### src/rtl/mpu_tx_pack.sv
// Packs rising-edge-strobed mpu words into wide beats and queues them in a FWFT FIFO toward the stream sink.
// Optional underrun counter is built only when MPU_TX_UNDERRUN_CNT_EN is defined.
module mpu_tx_pack #(
  parameter int FIFO_DEPTH  = 16,
  parameter int WRITE_WIDTH = 16,
  parameter int AXIS_WIDTH  = 128
) (
  input  logic                   clk,
  input  logic                   rst,
  input  logic                   wr_ena,
  input  logic [WRITE_WIDTH-1:0] wr_data,
  output logic                   wr_ready,
  input  logic                   flush,
  output logic                   overflow,
  output logic                   m_axis_tvalid,
  input  logic                   m_axis_tready,
  output logic [AXIS_WIDTH-1:0]  m_axis_tdata,
  output logic [15:0]            underrun_cnt
);
  localparam int RATIO = AXIS_WIDTH / WRITE_WIDTH;
  localparam int IDX_W = (RATIO > 1) ? $clog2(RATIO) : 1;
  localparam int PTR_W = $clog2(FIFO_DEPTH);

  logic                  r_wr_ena_d;
  logic [IDX_W-1:0]      r_idx;
  logic [AXIS_WIDTH-1:0] r_beat;
  logic                  r_overflow;
  logic [PTR_W:0]        r_wptr;
  logic [PTR_W:0]        r_rptr;
  logic [AXIS_WIDTH-1:0] r_mem [FIFO_DEPTH];

  logic                  w_edge;
  logic                  w_accept;
  logic                  w_last;
  logic                  w_push;
  logic                  w_pop;
  logic                  w_empty;
  logic                  w_full;
  logic [AXIS_WIDTH-1:0] w_beat_next;

  assign w_empty  = (r_wptr == r_rptr);
  assign w_full   = (r_wptr[PTR_W] != r_rptr[PTR_W]) &&
                    (r_wptr[PTR_W-1:0] == r_rptr[PTR_W-1:0]);
  assign w_edge   = wr_ena & ~r_wr_ena_d;
  assign w_accept = w_edge & ~w_full;
  assign w_last   = (r_idx == IDX_W'(RATIO - 1));
  // A flush pushes only if the beat holds at least one word, counting one accepted this cycle.
  assign w_push   = ~w_full & ((w_accept & w_last) |
                               (flush & ((r_idx != '0) | w_accept)));
  assign w_pop    = ~w_empty & m_axis_tready;

  always_comb begin
    w_beat_next = r_beat;
    if (w_accept) w_beat_next[r_idx*WRITE_WIDTH +: WRITE_WIDTH] = wr_data;
  end

  // The assembly register is cleared on every push, so unwritten slots are already zero.
  always_ff @(posedge clk or posedge rst) begin
    if (rst) begin
      r_wr_ena_d <= 1'b0;
      r_idx      <= '0;
      r_beat     <= '0;
      r_overflow <= 1'b0;
    end else begin
      r_wr_ena_d <= wr_ena;
      if (w_push) begin
        r_idx  <= '0;
        r_beat <= '0;
      end else if (w_accept) begin
        r_idx  <= r_idx + 1'b1;
        r_beat <= w_beat_next;
      end
      if ((w_edge | flush) & w_full) r_overflow <= 1'b1;
    end
  end

  always_ff @(posedge clk or posedge rst) begin
    if (rst) begin
      r_wptr <= '0;
      r_rptr <= '0;
    end else begin
      if (w_push) r_wptr <= r_wptr + 1'b1;
      if (w_pop)  r_rptr <= r_rptr + 1'b1;
    end
  end

  always_ff @(posedge clk) begin
    if (w_push) r_mem[r_wptr[PTR_W-1:0]] <= w_beat_next;
  end

  assign wr_ready      = ~w_full;
  assign overflow      = r_overflow;
  assign m_axis_tvalid = ~w_empty;
  assign m_axis_tdata  = w_empty ? '0 : r_mem[r_rptr[PTR_W-1:0]];

`ifdef MPU_TX_UNDERRUN_CNT_EN
  logic        r_armed;
  logic [15:0] r_underrun_cnt;

  always_ff @(posedge clk or posedge rst) begin
    if (rst) begin
      r_armed        <= 1'b0;
      r_underrun_cnt <= '0;
    end else begin
      if (w_pop) r_armed <= 1'b1;
      if (r_armed && m_axis_tready && w_empty && (r_underrun_cnt != 16'hFFFF))
        r_underrun_cnt <= r_underrun_cnt + 16'd1;
    end
  end

  assign underrun_cnt = r_underrun_cnt;
`else
  assign underrun_cnt = 16'd0;
`endif

endmodule

### config.mk
export PLATFORM = sky130hd
export DESIGN_NAME = mpu_tx_pack
export DESIGN_NICKNAME = d
export VERILOG_FILES = /design/src/rtl/mpu_tx_pack.sv
export SDC_FILE = /design/constraint.sdc
export NUM_CORES = 2
export LEC_CHECK = 0
export CAP_MARGIN = 10
export CORE_MARGIN = 1.5
export CORE_UTILIZATION = 40
export DETAILED_ROUTE_END_ITERATION = 6
export PLACE_DENSITY_LB_ADDON = 0.25
export SLEW_MARGIN = 25
export SYNTH_ARGS = -nofsm -noshare
export SYNTH_HDL_FRONTEND = slang
export SYNTH_SLANG_ARGS = --single-unit
export TNS_END_PERCENT = 100
### constraint.sdc
create_clock -name clk -period 15.1 [get_ports clk]
set_clock_uncertainty 0.05 [all_clocks]
set_input_delay 3.02 -clock clk [delete_from_list [all_inputs] [get_ports clk]]
set_output_delay 3.02 -clock clk [all_outputs]
set_load 0.05 [all_outputs]
## Word level (Yosys, flattened, before mapping)

Memories as Yosys holds them, arrays and structs flattened.
Index checks and enable logic that the tools add are counted.

- Add/subtract/negate cells: 4
- Equal/unequal tests: 4
- Shifts and indexed selects: 2
- Multiplexer cells: 9
- Bitwise gates (word level): 13
- Reductions and logical operators: 3

Operators with widths:

| kind | count |
|---|---|
| 2-to-1 mux 128 bit | 4 |
| bitwise mux 128 bit | 1 |
| variable shift 16 x 34 -> 128 bit, first input constant | 1 |
| variable part select 16 x 34 -> 128 bit | 1 |
| negation 7 -> 34 bit | 1 |
| adder 5 x 1 -> 5 bit, second input constant | 2 |
| bitwise AND 1 bit | 7 |
| 2-to-1 mux 3 bit | 2 |
| == test 5 bit | 1 |
| == test 4 bit | 1 |
| adder 3 x 1 -> 3 bit, second input constant | 1 |
| == test 3 bit, second input constant | 1 |
| inverter 1 bit | 3 |
| OR 1 bit | 3 |
| nonzero test 3 bit | 1 |
| 2-to-1 mux 1 bit | 2 |
| nonzero test 2 bit | 1 |
| logical AND 1 bit | 1 |
| inequality test 1 bit | 1 |

- Register bits: 143
- Memory bits (writable): 2048
- Input port bits: 21
- Output and inout port bits: 147
- Logic and storage cells: 42
- Memories kept: 1

Memory list:

| name | depth | width | rd ports | clocked after memory_dff | wr ports | line | source |
|---|---|---|---|---|---|---|---|
| r_mem | 16 | 128 | 1 | 0 | 1 | 30 | `logic [AXIS_WIDTH-1:0] r_mem [FIFO_DEPTH];` |

## Logic depth before layout (Yosys ltp)

- Depth in word-level cells: 10
- Depth in mapped cells: 11
- Depth with buffers taken out: 7

## Least setup slack after synthesis

OpenSTA, ideal clock, no wires.

- Path type: input to register
- From: input port wr_ena
- To: memory r_mem[3][0], enable pin
- Setup time: 0.773 ns
- Arrival: 12.237 ns
- Data required time: 14.277 ns
- Path slack: 2.040 ns
- Stages: 4
- Path buffers: 0
- Cells stage by stage: nand2b_1 > a21oi_1 > o211ai_1 > nor3_1

- Word-level cells in the longest chain between the ends: 8
- Elaborated cells between the ends (all ways): 9
- Those cells by class: 2 x mux; 7 x bitwise

Ends and longest elaborated chain:

| what | line | source |
|---|---|---|
| start: declaration | 10 | `input logic wr_ena,` |
| bitwise AND 1 bit (*) | 44 | `assign w_edge = wr_ena & ~r_wr_ena_d;` |
| bitwise AND 1 bit (*) | 45 | `assign w_accept = w_edge & ~w_full;` |
| OR 1 bit | 49 | `(flush & ((r_idx != '0) \| w_accept)));` |
| bitwise AND 1 bit | 49 |  |
| OR 1 bit (*) | 48 | `assign w_push = ~w_full & ((w_accept & w_last) \|` |
| bitwise AND 1 bit (*) | 48 |  |
| 2-to-1 mux 1 bit (*) | 88 | `if (w_push) r_mem[r_wptr[PTR_W-1:0]] <= w_beat_next;` |
| 2-to-1 mux 1 bit (not written as such) (*) | 88 |  |
| end: declaration | 30 |  |

Every way passes the cells marked *; elsewhere a longest branch is shown, timed or not.

## Worst setup path in the final report

- From: register r_rptr[1]
- To: output port m_axis_tdata[98]

- Word-level cells in the longest chain between the ends: 2
- Elaborated cells between the ends (all ways): 3
- Those cells by class: 1 x eq/ne; 1 x mux; 1 x memory

Ends and longest elaborated chain:

| what | line | source |
|---|---|---|
| start: declaration | 29 | `logic [PTR_W:0] r_rptr;` |
| start signal: assignment | 83 | `if (w_pop) r_rptr <= r_rptr + 1'b1;` |
| memory (16 x 128 bit) / == test 5 bit (equally long branches) | n/a |  |
| 2-to-1 mux 128 bit (*) | 94 | `assign m_axis_tdata = w_empty ? '0 : r_mem[r_rptr[PTR_W-1:0]];` |
| end: declaration | 17 | `output logic [AXIS_WIDTH-1:0] m_axis_tdata,` |

Marked as above.

==> metrics.log <==
[metrics] number of levels the H-tree was split into: 4
[metrics] share of the yosys chip area belonging to registers: 0.764
[metrics] FF+latch count, synth: 2191
[metrics] worst slack, placed: 7.35 ns
[metrics] number of buffers inserted to repair setup after CTS: 0
[metrics] WL final: 222000 um
[metrics] DR WL/cell: 30.6 um
[metrics] hold bufs inserted after CTS: 0
[metrics] Power Dens Cells: 194 nW/um^2
[metrics] portion of the clock cycle consumed by the worst path in the final layout: 0.562
[metrics] Mean Syn Cell Area: 21.1 sq um
[metrics] leading cell type by number of instances after synthesis: sky130_fd_sc_hd__edfxtp_1
[metrics] area share of the leading cell type in the synthesized netlist: 0.722
[metrics] post-layout net count: 4295
[metrics] Post-Layout Cell Count: 7269
[metrics] path class of the lowest-slack min-delay path: reg -> reg
[metrics] CORE AREA: 212000 sq um
[metrics] top fanout value on the critical path: 150
[metrics] first-pass iteration count of the detailed router: 6
[metrics] post-layout utilization of the core: 0.460
[metrics] height of the chip: 465 um
[metrics] library cells used by synthesis: 73
[metrics] Final HPWL DP: 112000 um
[metrics] fraction of final layout cells with drive strength greater than 1: 0.238
[metrics] cell count after synthesis: 4029
[metrics] Final Setup Violations: 0
[metrics] Worst path top cell family by delay: buffers and inverters
[metrics] total die area: 216000 sq um
[metrics] launching element of the worst setup path: r_rptr[1]$_DFFE_PP0P_
[metrics] Power, Total: 18.9 mW
[metrics] type of the setup path with the least slack: reg -> out
[metrics] FMAX: 118 MHz
[metrics] data required time of the critical path: 12.03 ns
[metrics] first-pass GRT wire length: 318000 um
[metrics] Antenna Nets Post-Route: 0
[metrics] initial antenna violation count: 8
[metrics] biggest area contributors in the synthesized netlist: sky130_fd_sc_hd__edfxtp_1 72%, sky130_fd_sc_hd__mux4_2 14%, sky130_fd_sc_hd__dfrtp_1 4.2%
[metrics] type of origin of the critical path: flip-flop
[metrics] number of top-level design ports: 168
[metrics] Final Slew Violations: 0
[metrics] starting density of the core: 0.402
[metrics] clock root buffer: sky130_fd_sc_hd__clkbuf_16
[metrics] leading cell types by count after synthesis: 2048 x sky130_fd_sc_hd__edfxtp_1, 512 x sky130_fd_sc_hd__mux4_2, 256 x sky130_fd_sc_hd__a22oi_1, 176 x sky130_fd_sc_hd__a21oi_1, 143 x sky130_fd_sc_hd__dfrtp_1
[metrics] total leakage power: 30.4 nW
[metrics] endpoint class of the critical path: primary output
[metrics] global-route usage over all layers: 0.204
[metrics] post-synthesis cell type with the largest combined area: sky130_fd_sc_hd__edfxtp_1
[metrics] number of port buffers: 151
[metrics] vias per std cell: 5.84
[metrics] maximum vdd drop: 0.195 mV
[metrics] vias in the first global route: 43300
[metrics] Hold Violations, Final: 0
[metrics] number of buffers between clock root and the deepest sink: 3
[metrics] Clk Latency, worst-skew pair: 0.85 ns
[metrics] count of flip-flops with a built-in enable after synthesis: 2048
[metrics] CTS clk-pin slew, worst paths: 0.07 ns
[metrics] arrival time reported for the critical path endpoint: 5.41 ns
[metrics] master of the slowest instance on the critical path: sky130_fd_sc_hd__buf_4
[metrics] RePlAce Congestion: 0.806
[metrics] largest net degree at the start of global routing: 155
[metrics] post-route worst setup slack: 6.62 ns
[metrics] Crit path largest cell delay: 0.90 ns
[metrics] Std-Cell Rows: 169
[metrics] DP Cell Count: 6864
[metrics] Final Cell Area: 97400 sq um
[metrics] final critical-path required period: 8.48 ns
[metrics] DRT iter0 DRCs: 5011
[metrics] Horiz. Die Dim: 465 um
[metrics] Syn Std Cell Area: 85200 sq um
[metrics] synthesis warning total: 0
[metrics] Critical path buffers and inverters: 3
[metrics] via count of the routed design: 42500
[metrics] R2R Path Start: r_rptr[0]$_DFFE_PP0P_
[metrics] worst hold-check slack: 0.436 ns
[metrics] slew at the pin with the worst max-slew slack: 1.16 ns
[metrics] most used flip-flop cell after synthesis: sky130_fd_sc_hd__edfxtp_1
[metrics] critical-path cell list: buf_12 -> buf_4 -> mux4_2 -> a22oi_1 -> a21oi_1 -> clkdlybuf4s50_1
[metrics] area growth from synthesis to final layout: 14.3%
[metrics] total global routing overflow: 0
[metrics] number of maximum-capacitance violations: 0
[metrics] outcome: finished clean
[metrics] unrepaired setup endpoints after global routing: false
[metrics] hold_sp: r_beat[22]$_DFFE_PP0P_
[metrics] post-cts gate resize count: 0
[metrics] number of buffers created by CTS: 214
[metrics] Post-DP Area: 90300 sq um
[metrics] sink count of the clock tree: 2191
[metrics] share of flip-flops with an asynchronous set or reset after synthesis: 0.0653
[metrics] clock tree from TritonCTS: built
[metrics] final routed DRC violation total: 0
[metrics] summed negative setup slack over all endpoints: 0 ns
[metrics] worst max-slew margin expressed relative to the limit: 0.227
==> power breakdown <==
part           total [mW]  leakage [nW]  switching, mW  internal [mW]
Combinational        6.55          6.83           4.30           2.25
Sequential           7.06          20.2          0.147           6.91
Clock                5.29          3.36           2.32           2.96
==> registers in the layout, indices dropped and copies added, names as in the netlist <==
register and flops:
overflow 1, r_beat 128, r_idx 3, r_mem 2048, r_rptr 5, r_wptr 5, r_wr_ena_d 1
==> routing by layer <==
layer | GRT usage | vias up | share of wire | wire, um
li1 | - | 17400 | - | -
met1 | 0.296 | 23200 | 0.44 | 96700
met2 | 0.325 | 1527 | 0.48 | 107000
met3 | 0.0307 | 281 | 0.064 | 14200
met4 | 0.0480 | 2 | 0.020 | 4380
met5 | 0 | - | 0.000067 | 15
==> cell usage in the layout, fill, tap and decap left out, types with 11 or more instances in the layout <==
| cell | instances |
|---|---|
| sky130_fd_sc_hd__mux4_2 | 512 |
| sky130_fd_sc_hd__a22o_1 | 47 |
| sky130_fd_sc_hd__nand3_1 | 12 |
| sky130_fd_sc_hd__a22oi_1 | 256 |
| sky130_fd_sc_hd__clkbuf_1 | 63 |
| sky130_fd_sc_hd__xnor2_1 | 11 |
| sky130_fd_sc_hd__dfrtp_1 | 141 |
| sky130_fd_sc_hd__clkinv_2 | 32 |
| sky130_fd_sc_hd__mux2_2 | 31 |
| sky130_fd_sc_hd__a21boi_0 | 21 |
| sky130_fd_sc_hd__ha_1 | 12 |
| sky130_fd_sc_hd__clkbuf_16 | 217 |
| sky130_fd_sc_hd__a31oi_1 | 51 |
| sky130_fd_sc_hd__o21a_1 | 16 |
| sky130_fd_sc_hd__o211ai_1 | 13 |
| sky130_fd_sc_hd__o2bb2ai_1 | 11 |
| sky130_fd_sc_hd__and3_4 | 12 |
| sky130_fd_sc_hd__buf_4 | 128 |
| sky130_fd_sc_hd__o22ai_1 | 26 |
| sky130_fd_sc_hd__inv_1 | 67 |
| sky130_fd_sc_hd__conb_1 | 16 |
| sky130_fd_sc_hd__bufinv_16 | 15 |
| sky130_fd_sc_hd__clkdlybuf4s50_1 | 151 |
| sky130_fd_sc_hd__nand2_1 | 85 |
| sky130_fd_sc_hd__mux2i_1 | 35 |
| sky130_fd_sc_hd__mux2i_2 | 17 |
| sky130_fd_sc_hd__edfxtp_1 | 2048 |
| sky130_fd_sc_hd__clkinv_1 | 43 |
| sky130_fd_sc_hd__a21oi_1 | 176 |
| sky130_fd_sc_hd__o2111ai_1 | 28 |
==> cell type report <==
cell class / instances / area (sq um)
clock buffer: 289 / 5790
tap: 2821 / 3530
inverter: 69 / 272
antenna: 2 / 5.00
multi-input combinational: 1494 / 18800
sequential: 2191 / 65100
timing repair buffer: 292 / 2710
clock inverter: 111 / 1190
fill: 17800 / 114000
==> logic make-up (layout without fill, tap and decap cells) <==
logic type / count (synthesis) / after routing / share of synthesized area
flip-flops: 2191 / 2191 / 0.764
AO/OA/AOI/OAI: 692 / 692 / 0.0580
multiplexers: 597 / 597 / 0.146
buffers and inverters: 359 / 761 / 0.0191
AND/OR/NAND/NOR: 163 / 163 / 0.00980
XOR/XNOR: 14 / 14 / 0.00166
adder cells (fa/ha/maj): 12 / 12 / 0.00176
other: 1 / 18 / 0.0000440
==> final timing paths <==
| check | endpoint | cells after the start | slack (ns) |
|---|---|---|---|
| max | m_axis_tdata[98] | 6 | 6.62 |
| min | r_beat[22]$_DFFE_PP0P_ | 1 | 0.44 |
| max reg2reg | r_mem[7][89]$_DFFE_PP_ | 7 | 9.76 |
| min reg2reg | r_beat[22]$_DFFE_PP0P_ | 1 | 0.44 |
| max in group asynchronous | r_beat[0]$_DFFE_PP0P_ | 4 | 10.52 |
| min in group asynchronous | r_beat[11]$_DFFE_PP0P_ | 2 | 2.50 |
(Power assumes the default switching activity.)
==> edit, RTL diff (config.mk and constraints unchanged) <==
The option `MPU_TX_UNDERRUN_CNT_EN` is turned on by a define.
--- a/src/rtl/mpu_tx_pack.sv
+++ b/src/rtl/mpu_tx_pack.sv
@@ -1,4 +1,6 @@
 // Packs rising-edge-strobed mpu words into wide beats and queues them in a FWFT FIFO toward the stream sink.
 // Optional underrun counter is built only when MPU_TX_UNDERRUN_CNT_EN is defined.
+`define MPU_TX_UNDERRUN_CNT_EN
+
 module mpu_tx_pack #(
   parameter int FIFO_DEPTH  = 16,
Behaviour: not the same (Yosys sat finds a counterexample within 4 cycles, from zero or initial values and one cycle with rst high).
==> edit against the unedited design <==
  * Final area is 0.57% lower
  * Critical path type unchanged
  * Synthesized area is 0.98% lower
  * Sequential cell count is 17 higher
  * Wire length is 3.8% lower
  * Via count is 3.4% lower
  * Sequential share of layout area is 0.82 points higher
  * Setup slack worse by 0.77 ns
  * The flow now finishes with violations (design-rule violations)
  * Power is 2.4% higher
==> edit: results (changes against the unedited design) <==
| Metric | Value |
|---|---|
| Outcome | `finished with violations` |
| Violated checks | `design-rule violations` |
| Worst min path class | `reg2reg` |
| Maximum vdd drop | `0.204 mV (+4.5%)` |
| Worst skew pair latency | `0.87 ns (+0.02 ns)` |
| CTS resizes | `0 (unchanged)` |
| Async SR Flop Fraction | `0.0725 (+0.00720)` |
| Input/output buffers | `167 (+11%)` |
| Max reg flops | `2048 (unchanged)` |
| Slew @ Worst Pin | `1.10 ns (-0.0552 ns)` |
| Slowest cell on the critical path | `dfrtp_4` |
| Syn Nets | `3910` |
| Vias in the first global route | `42100 (-2.9%)` |
| CP max FO | `61 (-59%)` |
| DP Area | `0.0897 mm² (-0.66%)` |
| EDFF count, synth | `2048 (unchanged)` |
| Fillers | `17300 (-2.4%)` |
| Critical Path AT | `6.18 ns (+0.77 ns)` |
| Syn. warnings | `0 (unchanged)` |
| Total GRT Usage | `0.200 (-0.00336)` |
| Slowest Stage Delay on Critical Path | `0.93 ns (+0.03 ns)` |
| Leak | `0.0319 µW (+4.8%)` |
| Worst-path clk slew | `0.06 ns` |
| Synth top area cells | `edfxtp_1 73%, mux4_2 14%, dfrtp_1 4.7%` |
| Design area | `0.0968 mm² (-0.57%)` |
| CTS buffer count | `217 (+1.4%)` |
| Wire per inst | `30.0 µm (-2.0%)` |
| DRT Pass-1 Iters | `7 (+1)` |
| DR DRC count | `2 (+2)` |
| Initial antenna violation count | `10 (+2)` |
| Clk buf depth | `3 (unchanged)` |
| GPL Wtd Cong | `0.793 (-1.6%)` |
| Maximum number of pins on one net before global-route repair | `132 (-15%)` |
| Via count | `41000 (-3.4%)` |
| Setup repair bufs after CTS | `0 (unchanged)` |
| Share of layout cells above drive strength 1 | `0.251 (+0.0139)` |
| Top FF cell, synth | `edfxtp_1` |
| Dpl hpwl | `115000 µm (+2.6%)` |
| Initial DRC Count | `4399 (-12%)` |
| CTS root buffer | `clkbuf_16` |
| Post-synth cell types | `44 (-40%)` |
| H-tree depth | `4 (unchanged)` |
| First-pass GRT wire length | `307000 µm (-3.5%)` |
| Nets | `4175 (-2.8%)` |
| Most frequent cells after synthesis | `2048 x edfxtp_1, 512 x mux4_2, 256 x a22oi_1, 160 x dfrtp_1, 133 x clkbuf_1` |
| Sequential area share after synthesis | `0.776 (+0.0126)` |
-- edit: cell count changes after synthesis, sizes merged, moves of 45 or more --
cell	before	now
a21oi	178	130
inv	69	13
a31oi	51	0
mux2	31	102
buf	148	103
mux2i	54	0
o21ai	10	81
-- edit: kinds of logic (layout without fill, tap and decap cells) --
family	count (synthesis)	count (layout)	synth area share
flip-flops	2208	2208	0.776
multiplexers	614	614	0.150
AO/OA/AOI/OAI	542	542	0.0432
buffers and inverters	249	699	0.0125
AND/OR/NAND/NOR	225	225	0.0128
XOR/XNOR	29	29	0.00301
adder cells (fa/ha/maj)	11	11	0.00163
other	0	3	0
-- edit: path summary, 6_finish.rpt --
| check | from | to | slack [ns] | cells after the start |
|---|---|---|---|---|
| worst max-delay path | r_rptr[1] | m_axis_tdata[38] | 5.85 | 7 |
| worst min-delay path | r_beat[72] | r_beat[72] | 0.43 | 2 |
| worst max register to register | r_idx[0] | r_mem[14][103] | 9.84 | 11 |
| worst min register to register | r_beat[72] | r_beat[72] | 0.43 | 2 |
| max in group asynchronous | rst | r_beat[2] | 10.98 | 3 |
| min in group asynchronous | rst | underrun_cnt[7] | 2.59 | 2 |
-- edit: per-stage QoR --
stage / hold WS (ns) / worst slack [ns] / power (µW) / instances
finish: 0.426 / 5.85 / 19400 / 7136
global route: 0.446 / 5.47 / 20100 / 7136
CTS: 0.429 / 5.42 / 19600 / 7133
detailed placement: 0.415 / 6.37 / 14200 / 6729
global placement: 0.410 / 6.33 / 14200 / 6729
floorplan: 0.394 / 1.64 / 11900 / 3878
-- edit: power by group --
group | switching [µW] | internal (µW) | leakage [µW] | total (µW)
Combinational | 4320 | 2300 | 0.00670 | 6620
Sequential | 163 | 7200 | 0.0217 | 7360
Clock | 2310 | 3060 | 0.00347 | 5370
Total | 6780 | 12600 | 0.0319 | 19400
-- edit: critical path: cells and delay by family, from the launching register on --
family / cells / cell delay [ns]
AOI/OAI and AO/OA: 2 / 0.72
buffers and inverters: 4 / 3.11
muxes: 1 / 0.41
DFF: 1 / 0.93
-- edit: routing by layer --
metal / up-vias / share of wire / routed length, µm / GRT usage
li1: 16900 / - / - / -
met1: 22500 / 0.44 / 94300 / 0.291
met2: 1375 / 0.47 / 102000 / 0.316
met3: 287 / 0.062 / 13200 / 0.0338
met4: 10 / 0.022 / 4690 / 0.0505
met5: - / 0.00032 / 69 / 0
-- edit: final cells by class --
cell class,count,share of cell area
diodes,3,0.0000775
clock buffers,287,0.0610
clock inverters,117,0.0126
inverters,13,0.000659
multi-input cells,1421,0.186
flip-flops and latches,2208,0.677
well taps,2805,0.0362
repair buffers,282,0.0271
